<file path="src/rtl/alu_seq_responder.sv">
// ============================================================================
// Module   : alu_seq_responder
// Brief    : Handshaked multi-cycle ALU; shifts/rotates iterate one bit/cycle.
// Revision : 1.0 - initial release
// ============================================================================
`default_nettype none

module alu_seq_responder #(
    parameter int OPERAND_WIDTH = 16,
    parameter int SHAMT_WIDTH   = 4
) (
    input  logic                     clk,
    input  logic                     rst,
    input  logic                     req_valid,
    output logic                     req_ready,
    input  logic [OPERAND_WIDTH-1:0] InA,
    input  logic [OPERAND_WIDTH-1:0] InB,
    input  logic                     Cin,
    input  logic [2:0]               Oper,
    input  logic                     invA,
    input  logic                     invB,
    input  logic                     sign,
    output logic                     resp_valid,
    input  logic                     resp_ready,
    output logic [OPERAND_WIDTH-1:0] Out,
    output logic                     Ofl,
    output logic                     Zero,
    output logic                     Cout,
    output logic                     Neg
);

    localparam int MSB = OPERAND_WIDTH - 1;

    typedef enum logic [1:0] {
        S_IDLE = 2'd0,
        S_EXEC = 2'd1,
        S_DONE = 2'd2
    } state_t;

    state_t                   state_q, state_d;
    logic [OPERAND_WIDTH-1:0] a_q, a_d;
    logic [OPERAND_WIDTH-1:0] b_q, b_d;
    logic                     cin_q, cin_d;
    logic                     sign_q, sign_d;
    logic [2:0]               oper_q, oper_d;
    logic [SHAMT_WIDTH-1:0]   cnt_q, cnt_d;
    logic [OPERAND_WIDTH-1:0] out_q, out_d;
    logic                     ofl_q, ofl_d;
    logic                     zero_q, zero_d;
    logic                     cout_q, cout_d;
    logic                     neg_q, neg_d;
    logic                     resp_valid_q, resp_valid_d;

    logic [OPERAND_WIDTH-1:0] b_in;
    logic [OPERAND_WIDTH:0]   sum;
    logic [OPERAND_WIDTH-1:0] res;

    assign b_in = invB ? ~InB : InB;
    assign sum  = {1'b0, a_q} + {1'b0, b_q} + {{OPERAND_WIDTH{1'b0}}, cin_q};

    // Shift opcodes leave their finished value in the working register.
    always_comb begin
        res = a_q;
        case (oper_q)
            3'b100:  res = sum[MSB:0];
            3'b101:  res = a_q & b_q;
            3'b110:  res = a_q | b_q;
            3'b111:  res = a_q ^ b_q;
            default: res = a_q;
        endcase
    end

    always_comb begin
        state_d      = state_q;
        a_d          = a_q;
        b_d          = b_q;
        cin_d        = cin_q;
        sign_d       = sign_q;
        oper_d       = oper_q;
        cnt_d        = cnt_q;
        out_d        = out_q;
        ofl_d        = ofl_q;
        zero_d       = zero_q;
        cout_d       = cout_q;
        neg_d        = neg_q;
        resp_valid_d = resp_valid_q;
        case (state_q)
            S_IDLE: begin
                if (req_valid) begin
                    a_d     = invA ? ~InA : InA;
                    b_d     = b_in;
                    cin_d   = Cin;
                    sign_d  = sign;
                    oper_d  = Oper;
                    cnt_d   = b_in[SHAMT_WIDTH-1:0];
                    state_d = S_EXEC;
                end
            end
            S_EXEC: begin
                if (!oper_q[2] && (cnt_q != '0)) begin
                    case (oper_q[1:0])
                        2'b00:   a_d = {a_q[MSB-1:0], a_q[MSB]};
                        2'b01:   a_d = {a_q[MSB-1:0], 1'b0};
                        2'b10:   a_d = {a_q[0], a_q[MSB:1]};
                        default: a_d = {1'b0, a_q[MSB:1]};
                    endcase
                    cnt_d = cnt_q - 1'b1;
                end else begin
                    out_d        = res;
                    zero_d       = (res == '0);
                    neg_d        = res[MSB];
                    cout_d       = (oper_q == 3'b100) ? sum[OPERAND_WIDTH] : 1'b0;
                    ofl_d        = 1'b0;
                    if (oper_q == 3'b100) begin
                        ofl_d = sign_q ? (sum[MSB] ^ a_q[MSB] ^ b_q[MSB] ^ sum[OPERAND_WIDTH])
                                       : sum[OPERAND_WIDTH];
                    end
                    resp_valid_d = 1'b1;
                    state_d      = S_DONE;
                end
            end
            S_DONE: begin
                if (resp_ready) begin
                    resp_valid_d = 1'b0;
                    state_d      = S_IDLE;
                end
            end
            default: state_d = S_IDLE;
        endcase
    end

    always_ff @(posedge clk or negedge rst) begin
        if (!rst) begin
            state_q      <= S_IDLE;
            a_q          <= '0;
            b_q          <= '0;
            cin_q        <= 1'b0;
            sign_q       <= 1'b0;
            oper_q       <= '0;
            cnt_q        <= '0;
            out_q        <= '0;
            ofl_q        <= 1'b0;
            zero_q       <= 1'b0;
            cout_q       <= 1'b0;
            neg_q        <= 1'b0;
            resp_valid_q <= 1'b0;
        end else begin
            state_q      <= state_d;
            a_q          <= a_d;
            b_q          <= b_d;
            cin_q        <= cin_d;
            sign_q       <= sign_d;
            oper_q       <= oper_d;
            cnt_q        <= cnt_d;
            out_q        <= out_d;
            ofl_q        <= ofl_d;
            zero_q       <= zero_d;
            cout_q       <= cout_d;
            neg_q        <= neg_d;
            resp_valid_q <= resp_valid_d;
        end
    end

    assign req_ready  = (state_q == S_IDLE);
    assign resp_valid = resp_valid_q;
    assign Out        = out_q;
    assign Ofl        = ofl_q;
    assign Zero       = zero_q;
    assign Cout       = cout_q;
    assign Neg        = neg_q;

endmodule

`default_nettype wire

</file>
<file path="config.mk">
export PLATFORM = sky130hd
export DESIGN_NAME = alu_seq_responder
export DESIGN_NICKNAME = d
export VERILOG_FILES = /design/src/rtl/alu_seq_responder.sv
export SDC_FILE = /design/constraint.sdc
export NUM_CORES = 1
export LEC_CHECK = 0
export ABC_CLOCK_PERIOD_IN_PS = 6800
export BUFFER_PORTS_ARGS = -buffer_cell sky130_fd_sc_hd__buf_2
export CAP_MARGIN = 10
export CORE_AREA = 2 2 87 106
export CTS_BUF_LIST = sky130_fd_sc_hd__clkbuf_8
export CTS_CLUSTER_SIZE = 40
export DETAILED_ROUTE_END_ITERATION = 8
export DIE_AREA = 0 0 89 108
export PLACE_DENSITY_LB_ADDON = 0.25
export SLEW_MARGIN = 5
export SYNTH_ARGS = -nofsm -noshare
export SYNTH_HDL_FRONTEND = slang
export SYNTH_SLANG_ARGS = --single-unit
</file>
<file path="constraint.sdc">
create_clock -name clk -period 6.8 [get_ports clk]
set_clock_uncertainty 0.05 [all_clocks]
set_input_delay 0.34 -clock clk [delete_from_list [all_inputs] [get_ports clk]]
set_output_delay 0.34 -clock clk [all_outputs]
set_load 0.02 [all_outputs]
</file>
; Yosys cells after proc, flatten, opt, wreduce, memory -nomap -nowiden
; Cells that the tools add are included.
; Widths: inputs -> output; s select.
[op_classes]
add_sub_neg = 3
eq_ne = 12
n_mux = 20
bitwise = 9
reduce_logical = 13
[op_table]
columns = cell, n
row1 = $mux 16, 4
row2 = $pmux 16 s4, 1
row3 = $pmux 16 s3, 1
row4 = $not 16->16, 2
row5 = $pmux 16 s2, 1
row6 = $add 16x16->17, 1
row7 = $add 17x1->17, 1
row8 = $and 16x16->16, 1
row9 = $logic_not 16->1, 1
row10 = $or 16x16->16, 1
row11 = $xor 16x16->16, 1
row12 = $eq 3x3->1 const B, 4
row13 = $reduce_and 3->1, 3
row14 = $mux 4, 2
row15 = $ne 2x2->1 const B, 4
row16 = $pmux 4 s2, 1
row17 = $mux 2, 3
row18 = $pmux 2 s3, 1
row19 = $mux 1, 5
row20 = $eq 2x1->1 const B, 2
row21 = $eq 2x2->1 const B, 2
row22 = $logic_not 2->1, 2
row23 = $reduce_and 2->1, 2
row24 = $reduce_bool 2->1, 2
row25 = 7 further kinds, 9
[totals]
reg_bits = 64
in_bits = 43
out_inout_bits = 22

; Logic depth before layout (Yosys ltp)
; Gate-level depths: netlist (run 1).
[logic_depth]
ltp_word = 7
depth_mapped = 10
ltp_nobuf = 10

; Worst setup path before layout (run 1)
; No wires, ideal clock.
[synth_timing]
kind = register to register
start = register a_q[0]
end = register zero_q (netlist: Zero)
setup_time_ns = 0.076
t_arrival_ns = 3.114
required_ns = 6.674
path_slack_ns = 3.559
path_stages_with_launch = 11
period_less_slack_ns = 3.241
cell_sequence = dfrtp_1 > fa_1 > fa_1 > a211oi_1 > o21bai_2 > o2111ai_1 > a311o_1 > mux2i_1 > nand3_1 > or4b_1 > o21ai_1
[synth_between]
elab_chain_cells = 4
[synth_rtl]
columns = item, line
row1 = "start, declared", 41  ; logic [OPERAND_WIDTH-1:0] a_q, a_d;
row2 = "start signal, assigned", 135  ; a_q <= '0;
row3 = "start signal, assigned", 149  ; a_q <= a_d;
row4 = $add 16x16->17, 59  ; assign sum = {1'b0, a_q} + {1'b0, b_q} + {{OPERAND_WIDTH{1'b0}}, cin_q};
row5 = $add 17x1->17, 59
row6 = $pmux 16 s4 *, 64  ; case (oper_q)
row7 = $logic_not 16->1 *, 110  ; zero_d = (res == '0);
row8 = "end signal, assigned", 157  ; zero_q <= zero_d;
row9 = "end, declared", 49  ; logic zero_q, zero_d;
; Every way passes the cells marked *; elsewhere a longest branch is shown, timed or not.
; A chain may end at the register's enable or synchronous reset.

; Worst setup path after layout (run 1)
; Same ends and word-level chain as after synthesis.

==> impl_metrics.csv, run 1 <==
group,metric,value,unit
placement,finalWeightedCongestion,0.8755,
placement,place.port_buffers,64,
worst_setup_path,startpoint_type,"register",
power,ir_drop,0.2375,mV
die,io-pin-count,65,
logic_synthesis,ys_ff_latch,63,
worst_setup_path,cp.arrival,3800,ps
clock_network,clkTransAtPathRegs,60,ps
grt,grt_start_max_net_pins,64,
die,num_rows,37,
logic_synthesis,synth_top_cell_area_share,0.3293,
clock_network,ctsHoldBuffers,0,
logic_synthesis,post_synth_inst_count,558,
flow_run,max_cap_violations,0,
sta,rsz0062_at_grt,"false",
detailed_routing,antenna_left,0,
placement,placedInstanceArea,5164,µm²
status,outcome,"complete, no violations",
power,seqPwrFrac,0.257,
power,report.power.total,2.964,mW
sta,report.final.setup_viol,0,
logic_synthesis,yosys.cell_count.top_type,"dfrtp_1",
clock_network,tritoncts.num_buffers,9,
detailed_routing,routed_via_density,5.661,
detailed_routing,remaining_design_rule_violation_count,0,
sta,maxSlewViolCount,0,
clock_network,worstSkewPairLatency,360,ps
logic_synthesis,number_of_enable_flip_flop_cells_after_synthesis,0,
power,p_leak,2.617,nW
sta,fmaxAchievable,280.9,MHz
sta,minimum_clock_period,3560,ps
clock_network,clock_sinks,63,
clock_network,post-cts-setup-buffers,0,
power,switching_power,1.427,mW
logic_synthesis,synthArstFlopShare,1.000,
logic_synthesis,yosysWarningCount,0,
layout,share_of_post_route_cells_with_drive_strength_above_1,0.1797,
worst_setup_path,r2r.worst_path.cells,10,
logic_synthesis,synth_area_per_cell,8.579,µm²
clock_network,cts_root_buf,"clkbuf_8",
detailed_routing,drt_pre_antenna_iters,5,
detailed_routing,wl,11.05,mm
power,netSwitchingFraction,0.4814,
power,p_comb_frac,0.618,
worst_setup_path,timing.critical_path.fanout_max,6,
logic_synthesis,ys_top_cells_by_area,"dfrtp_1 (33%), ha_1 (8.6%), o21ai_0 (6.2%)",
clock_network,cts.repair.resized,0,
sta,fin_crit_sh,0.5236,
die,die-width,89,µm
worst_setup_path,critPathKind,"register to register",
logic_synthesis,yosys.area.top_type,"dfrtp_1",
die,initial_core_util,0.5620,
clock_network,clock_path_buffers,2,
sta,timing_worst_slew_pin_value,952.6,ps
grt,vias_in_the_first_global_route,3915,
layout,antenna-diode-count,0,
grt,grt_pass1_wl,18.52,mm
sta,slew_headroom,0.3636,
logic_synthesis,synth_seq_area_share,0.3293,
worst_setup_path,setup.worst_path.end_class,"register",
layout,layout-area-overhead-vs-synth,12.86,%
power,power_density,548.7,nW/µm²
min_path,worstHoldPathType,"input pin to asynchronous set/reset pin",
sta,finalHoldViolCount,0,
die,die-height,108,µm
clock_network,htreeDepth,3,
layout,finish.net_count,685,
layout,final_design_area_no_fill,5403,µm²
logic_synthesis,synth_commonest_cells,"dfrtp_1 (63), o21ai_0 (59), nand2_1 (58)",
detailed_routing,routed_wire_length_per_instance,15.16,µm
logic_synthesis,synth.net_count,636,
clock_network,tritoncts,"yes",
worst_setup_path,worst_ep_required_time,7040,ps
power,pwr-share-clk,0.125,
sta,setup_total_negative_slack,0,ps
grt,grt_antenna_before_repair,0,
placement,dp.final_hpwl,8.204,mm
logic_synthesis,synth_ff_type,"dfrtp_1",
detailed_routing,num_vias,4127,
logic_synthesis,synth.cell_area,4787,µm²
power,cell_internal_pwr,1.537,mW
die,die_area,9612,µm²
logic_synthesis,synth.distinct_cells,65,
grt,grt_use_total,0.2463,
detailed_routing,drt-initial-drc-count,413,
die,core_area,8518,µm²
grt,globalRouteOverflowTotal,0,
## power groups by stage
stage	clock, mW	sequential, mW	combinational (mW)
after floorplan	0	0.739	1.40
after global placement	0	0.753	1.72
after CTS	0.375	0.761	1.81
final	0.370	0.762	1.83
after global routing	0.387	0.790	2.05
after detailed placement	0	0.768	1.79
## metal layers
| layer | routed length (µm) | vias to the layer above | share of wire | track usage |
|---|---|---|---|---|
| met5 | 0 | - | 0 | 0 |
| met4 | 229 | 0 | 0.021 | 0.09808 |
| met2 | 5184 | 152 | 0.47 | 0.3907 |
| met1 | 4979 | 1926 | 0.45 | 0.3392 |
| li1 | - | 2027 | - | - |
| met3 | 657 | 22 | 0.059 | 0.03435 |
## final timing paths
check	startpoint	end	slack, ps
worst min register to register	Out[0]$_DFFE_PN0P_	Out[0]$_DFFE_PN0P_	420
worst max register to register	a_q[0]$_DFFE_PN0P_	Zero$_DFFE_PN0P_	3240
min in group clk	resp_ready	state_q[1]$_DFFE_PN0P_	130
max in group asynchronous	rst	a_q[13]$_DFFE_PN0P_	6090
worst max-delay path	a_q[0]$_DFFE_PN0P_	Zero$_DFFE_PN0P_	3240
worst min-delay path	rst	state_q[1]$_DFFE_PN0P_	100
## cell usage in the layout (no fill, tap or decap), types with 11 or more instances in the layout
cell      count
nor2_1       42
ha_1         33
o21ai_0      59
nand2_1      58
buf_2        64
inv_1        54
mux2i_1      27
dfrtp_1      63
xor2_1       29
clkbuf_8     11
a21oi_1      37
## worst max-delay path, cell delays in order (launching register included)
cell,delay [ps]
dfrtp_1,450
fa_1,520
fa_1,450
a211oi_1,360
o21bai_2,140
o2111ai_1,300
a311o_1,290
mux2i_1,240
nand3_1,80
or4b_1,470
o21ai_1,120
## flip-flops by register name (all words and copies together) (netlist names)
register and count:
b_q 16, Zero 1, Cout 1, sign_q 1
cin_q 1, oper_q 3, cnt_q 4, a_q 16
state_q 2, Ofl 1, resp_valid 1, Out 16
## final cells by class
class,count,area [µm²]
repair buffers,70,372.9
fillers,785,3115
clock inverters,5,72.57
inverters,53,198.9
clock buffers,11,151.4
flip-flops and latches,63,1577
well taps,117,146.4
multi-input cells,410,2884
## kinds of logic (layout without fill, tap and decap cells)
family / Yosys count / after routing / synth area share
AO/OA/AOI/OAI: 156 / 156 / 0.2096
AND/OR/NAND/NOR: 139 / 139 / 0.1299
buffers and inverters: 85 / 139 / 0.06874
flip-flops: 63 / 63 / 0.3293
multiplexers: 41 / 41 / 0.09644
XOR/XNOR: 39 / 39 / 0.07135
adder cells (fa/ha/maj): 35 / 35 / 0.09462
## per-stage QoR
stage	instances	util	setup slack, ps	hold WS [ps]
after floorplan	558	-	3559	-5.591
after global placement	712	0.6062	3351	409.4
after detailed placement	712	0.6062	3278	415.5
after CTS	728	0.6325	3239	119.1
after global routing	729	0.6343	3002	164.7
final	729	0.6343	3240	97.56
No activity file was read; power rests on OpenSTA's default activity.
==> run 2: changes to the inputs <==
Settings changed: ABC_AREA set to 1, ABC_CLOCK_PERIOD_IN_PS 6800 to 3120, CORE_AREA 2 2 87 106 to 2 2 89 109, DIE_AREA 0 0 89 108 to 0 0 91 111.
Clock period 6.8 ns to 3.12 ns, I/O delays scaled along.
==> impl_metrics.csv, run 2 <==
group,metric,value,unit
logic_synthesis,synth_ff_type,"dfrtp_1",
layout,antenna-diode-count,0,
die,initial_core_util,0.5314,
sta,rsz0062_at_grt,"false",
clock_network,tritoncts,"yes",
sta,setup_total_negative_slack,0,ps
worst_setup_path,setup.worst_path.end_class,"register",
clock_network,htreeDepth,3,
layout,layout_common_cells,"nand2_1 (214), inv_1 (98), o21ai_0 (92)",
clock_network,clock_path_buffers,2,
sta,timing_worst_slew_pin_value,850.8,ps
clock_network,cts.repair.resized,0,
worst_setup_path,worst_ep_required_time,3380,ps
clock_network,clock_sinks,63,
worst_setup_path,crit_path_max_incr_delay,480,ps
power,p_leak,2.941,nW
logic_synthesis,synth_top_cell_area_share,0.3234,
layout,finish.net_count,849,
clock_network,cts_root_buf,"clkbuf_8",
detailed_routing,drt-initial-drc-count,332,
logic_synthesis,yosysWarningCount,0,
worst_setup_path,cp_num_buf_inv,1,
logic_synthesis,yosys.cell_count.top_type,"nand2_1",
detailed_routing,wl,12.30,mm
logic_synthesis,ys_top_cells_by_area,"dfrtp_1 (32%), nand2_1 (16%), o21ai_0 (9.4%)",
min_path,worstHoldPathType,"input pin to register",
detailed_routing,remaining_design_rule_violation_count,0,
logic_synthesis,synth_commonest_cells,"nand2_1 (214), inv_1 (95), o21ai_0 (92)",
placement,place.port_buffers,64,
sta,finalHoldViolCount,0,
die,core_area,9174,µm²
logic_synthesis,synth.cell_area,4875,µm²
logic_synthesis,number_of_enable_flip_flop_cells_after_synthesis,0,
logic_synthesis,post_synth_inst_count,710,
worst_setup_path,timing.critical_path.fanout_max,4,
die,num_rows,39,
power,power_density,1105,nW/µm²
grt,vias_in_the_first_global_route,4303,
worst_setup_path,worst_path_most_repeated_cell,"nand2_1",
clock_network,worstSkewPairLatency,360,ps
flow_run,max_cap_violations,0,
logic_synthesis,synth_seq_area_share,0.3234,
logic_synthesis,synth_area_per_cell,6.866,µm²
sta,minimum_clock_period,2610,ps
layout,share_of_post_route_cells_with_drive_strength_above_1,0.1289,
logic_synthesis,synth.net_count,788,
grt,globalRouteOverflowTotal,0,
detailed_routing,routed_via_density,5.198,
sta,fmaxAchievable,383.1,MHz
grt,grt_use_total,0.2559,
clock_network,clkTransAtPathRegs,70,ps
placement,finalWeightedCongestion,0.9613,
power,ir_drop,0.5368,mV
grt,grt_pass1_wl,20.78,mm
detailed_routing,num_vias,4673,
clock_network,tritoncts.num_buffers,9,
sta,fin_crit_sh,0.8366,
detailed_routing,routed_wire_length_per_instance,13.68,µm
die,die-width,91,µm
layout,commonest_non_fill_non_tap_cell_in_the_layout,"nand2_1",
die,die_area,10100,µm²
sta,fin_ws,509.8,ps
grt,grt_antenna_before_repair,0,
logic_synthesis,synthArstFlopShare,1.000,
sta,report.final.setup_viol,0,
worst_setup_path,startpoint_type,"register",
die,io-pin-count,65,
worst_setup_path,critical-path-slowest-cell,"fa_1",
placement,dp_worst_setup_slack,539.0,ps
worst_setup_path,cp.arrival,2870,ps
detailed_routing,antenna_left,0,
die,die-height,111,µm
logic_synthesis,yosys.area.top_type,"dfrtp_1",
sta,hold-worst-slack,26.87,ps
power,report.power.total,6.105,mW
logic_synthesis,ys_ff_latch,63,
logic_synthesis,synth.distinct_cells,37,
status,outcome,"complete, no violations",
detailed_routing,drt_pre_antenna_iters,5,
worst_setup_path,critical_path_cell_sequence,"fa_1 > fa_1 > nand2_1 > nand2_1 > nand3_1 > nand2_1 > nand2_1 > nand2_1 > nand2_1 > nand2_1 > a21oi_1 > inv_1 > nand3_1 > nand3_1 > nand2_1",
placement,dp.final_hpwl,9.435,mm
layout,layout-area-overhead-vs-synth,13.35,%
worst_setup_path,worst_path_dominant_cell_family,"adder cells",
grt,grt_start_max_net_pins,43,
sta,slew_headroom,0.4322,
worst_setup_path,critPathKind,"register to register",
sta,maxSlewViolCount,0,
[run 2: changes by cell type after synthesis, sizes merged, moves of 18 or more]
cell / previous run / this run
xnor2: 10 / 28
o21ai: 61 / 96
mux2i: 27 / 0
xor2: 29 / 7
inv: 52 / 101
nand3: 3 / 39
nand2: 58 / 217
[run 2: power breakdown]
part	total [mW]	switching [mW]	internal, mW	leakage [nW]
combinational	3.85	2.56	1.30	2.05
sequential	1.55	0.352	1.20	0.785
clock	0.698	0.317	0.380	0.106
[run 2: tightest hold or removal path, delay by kind of cell]
kind | cells | cell delay (ps)
xor+xnor | 1 | 90
buf+inv | 1 | 80
compound gates | 1 | 60
[run 2: repair_timing]
item / 4_1_cts / 5_1_grt
hold buffers: 7 / 0
hold endpoints to repair: 27 / 0
setup buffers: 0 / 0
[run 2: cell type report]
type | count | area, µm²
sequential | 63 | 1577
multi-input combinational | 517 | 2778
fill | 911 | 3649
clock inverter | 6 | 53.80
inverter | 102 | 382.9
timing repair buffer | 78 | 442.9
tap | 123 | 153.9
clock buffer | 10 | 137.6
[run 2: logic make-up after synthesis]
family / count (synthesis) / share of synthesized area
buffers and inverters: 130 / 0.1068
XOR/XNOR: 35 / 0.06289
flip-flops: 63 / 0.3234
adder cells (fa/ha/maj): 35 / 0.09292
AO/OA/AOI/OAI: 143 / 0.1609
AND/OR/NAND/NOR: 304 / 0.2531
[run 2: worst paths after layout]
check | from | to | slack [ps] | depth (start not counted)
worst max-delay path | a_q[0]$_DFFE_PN0P_ | Ofl$_DFFE_PN0P_ | 510 | 15
worst min-delay path | InB[7] | b_q[7]$_DFFE_PN0P_ | 30 | 3
worst max register to register | a_q[0]$_DFFE_PN0P_ | Ofl$_DFFE_PN0P_ | 510 | 15
worst min register to register | Out[9]$_DFFE_PN0P_ | Out[9]$_DFFE_PN0P_ | 430 | 2
max in group asynchronous | rst | a_q[13]$_DFFE_PN0P_ | 1870 | 3
min in group asynchronous | rst | Out[11]$_DFFE_PN0P_ | 240 | 2
[run 2: per-stage QoR]
step | util | cell area, µm² | instances
final | 0.6023 | 5525 | 899
after global routing | 0.6023 | 5525 | 899
after CTS | 0.6023 | 5525 | 899
after detailed placement | 0.5738 | 5264 | 876
after global placement | 0.5738 | 5264 | 876
after floorplan | - | 4875 | 710
[run 2: metal layers]
metal / GRT usage / vias up / share of wire
met2: 0.4074 / 191 / 0.45
met5: 0 / - / 0
met4: 0.1030 / 0 / 0.024
met1: 0.3548 / 2080 / 0.46
li1: - / 2379 / -
met3: 0.03127 / 23 / 0.058
==> run 3: changes to the inputs <==
Settings changed: ABC_CLOCK_PERIOD_IN_PS 3120 to 2500, CORE_AREA 2 2 89 109 to 2 2 88 107, DIE_AREA 0 0 91 111 to 0 0 90 109.
Clock period 3.12 ns to 2.5 ns, I/O delays scaled along.
==> impl_metrics.csv, run 3 (same netlist as run 2, synthesis figures left out) <==
group,metric,value,unit
status,outcome,"complete, no violations",
grt,vias_in_the_first_global_route,4570,
clock_network,htreeDepth,3,
clock_network,cts_root_buf,"clkbuf_8",
layout,antenna-diode-count,0,
worst_setup_path,r2r.worst_path.cells,15,
worst_setup_path,worstReg2RegStart,"cin_q$_DFFE_PN0P_",
clock_network,tritoncts,"yes",
die,die-width,90,µm
power,power_density,1416,nW/µm²
sta,timing_worst_slew_pin_value,881.5,ps
die,initial_core_util,0.5512,
power,cell_internal_pwr,4.107,mW
detailed_routing,remaining_design_rule_violation_count,0,
power,ir_drop,0.7681,mV
sta,fin_crit_sh,0.9623,
clock_network,tritoncts.num_buffers,9,
clock_network,clock_path_buffers,2,
placement,dpl.cell_count,879,
layout,share_of_post_route_cells_with_drive_strength_above_1,0.1564,
layout,layout_common_cells,"nand2_1 (211), inv_1 (93), o21ai_0 (91)",
flow_run,max_cap_violations,0,
worst_setup_path,setup.worst_path.end_class,"register",
sta,finalHoldViolCount,0,
sta,rsz0062_at_grt,"true",
worst_setup_path,cp-startpoint,"cin_q$_DFFE_PN0P_",
detailed_routing,routed_wire_length_per_instance,14.04,µm
die,core_area,8843,µm²
layout,final_design_area_no_fill,5843,µm²
clock_network,clkTransAtPathRegs,70,ps
grt,grt_pass1_wl,21.03,mm
placement,finalWeightedCongestion,0.9822,
clock_network,clock_sinks,63,
power,p_leak,3.050,nW
layout,finish.net_count,866,
die,io-pin-count,65,
layout,finish.cell_count_without_fillers,913,
sta,minimum_clock_period,2406,ps
sta,maxSlewViolCount,0,
min_path,worstHoldPathType,"input pin to register",
power,switching_power,4.167,mW
placement,place.port_buffers,64,
die,num_rows,38,
clock_network,worstSkewPairLatency,360,ps
grt,grt_start_max_net_pins,64,
grt,globalRouteOverflowTotal,0,
detailed_routing,wl,12.82,mm
detailed_routing,drt-initial-drc-count,496,
sta,slew_headroom,0.4117,
power,seqPwrFrac,0.230,
worst_setup_path,timing.critical_path.fanout_max,3,
worst_setup_path,cp.arrival,2650,ps
grt,grt_antenna_before_repair,0,
detailed_routing,antenna_left,0,
layout,final_core_util,0.6607,
detailed_routing,drt_pre_antenna_iters,6,
min_path,hp-start,"InB[13]",
worst_setup_path,critPathKind,"register to register",
worst_setup_path,worst_ep_required_time,2750,ps
power,netSwitchingFraction,0.5036,
sta,report.final.setup_viol,0,
die,die_area,9810,µm²
layout,layout-area-overhead-vs-synth,19.87,%
die,die-height,109,µm
power,p_comb_frac,0.620,
worst_setup_path,startpoint_type,"register",
placement,dp.final_hpwl,9.418,mm
sta,setup_total_negative_slack,0,ps
detailed_routing,num_vias,4861,
layout,commonest_non_fill_non_tap_cell_in_the_layout,"nand2_1",
placement,placedInstanceArea,5318,µm²
grt,grt_use_total,0.2692,
sta,fmaxAchievable,415.7,MHz
detailed_routing,routed_via_density,5.324,
min_path,hold-path-cell-count,3,
power,pwr-share-clk,0.150,
==> run 3: worst paths after layout <==
path / endpoint / slack, ps
max: Zero$_DFFE_PN0P_ / 90
min: b_q[13]$_DFFE_PN0P_ / 3
max reg2reg: Zero$_DFFE_PN0P_ / 90
min reg2reg: Out[11]$_DFFE_PN0P_ / 430
max in group asynchronous: a_q[0]$_DFFE_PN0P_ / 1830
min in group asynchronous: Out[1]$_DFFE_PN0P_ / 240
==> run 3: per-layer routing <==
metal,global-route usage,up-vias,part of all wire
li1,-,2416,-
met1,0.3436,2229,0.45
met2,0.4511,186,0.46
met3,0.04630,30,0.060
met4,0.1231,0,0.028
met5,0,-,0
==> run 3: what timing repair did <==
item                                   in CTS  in global routing
gates resized for setup                     2                 13
setup endpoints to repair                   2                  5
endpoints found under the hold margin      80                  0
hold buffers                               17                  0
buffers inserted                            0                  1
pin swaps                                   0                  5
==> run 3: worst max-delay path: stages (launching register included) <==
cell and delay, ps:
dfrtp_1 410, fa_2 420, fa_2 400, inv_2 70
nand2_1 60, nand2_1 60, nor2_1 40, nor2_1 90
nand4_1 120, nor2_1 110, nand3_1 90, nor2_1 110
nand2_1 80, nor2_1 100, nand3_1 80, nand2_1 60
==> run 3: through the flow <==
stage,hold slack (ps),setup slack (ps),total power [mW]
global route,6.902,-55.50,9.079
CTS,2.238,11.15,8.062
global placement,113.1,48.07,6.599
detailed placement,115.1,10.59,6.733
finish,2.792,94.24,8.274
floorplan,-220.6,207.7,5.478
==> run 3: power by group through the flow <==
stage / clock network (mW) / logic [mW] / registers, mW
floorplan: 0 / 3.51 / 1.97
global placement: 0 / 4.72 / 1.88
detailed placement: 0 / 4.82 / 1.91
CTS: 1.25 / 4.91 / 1.90
global route: 1.30 / 5.82 / 1.96
finish: 1.24 / 5.13 / 1.90
==> run 3: area by class of cell <==
class	instances	area, µm²
inverters	102	382.9
clock buffers	11	151.4
repair buffers	95	608.1
multi-input cells	517	2846
flip-flops and latches	63	1577
clock inverters	5	127.6
fillers	843	3000
well taps	120	150.1
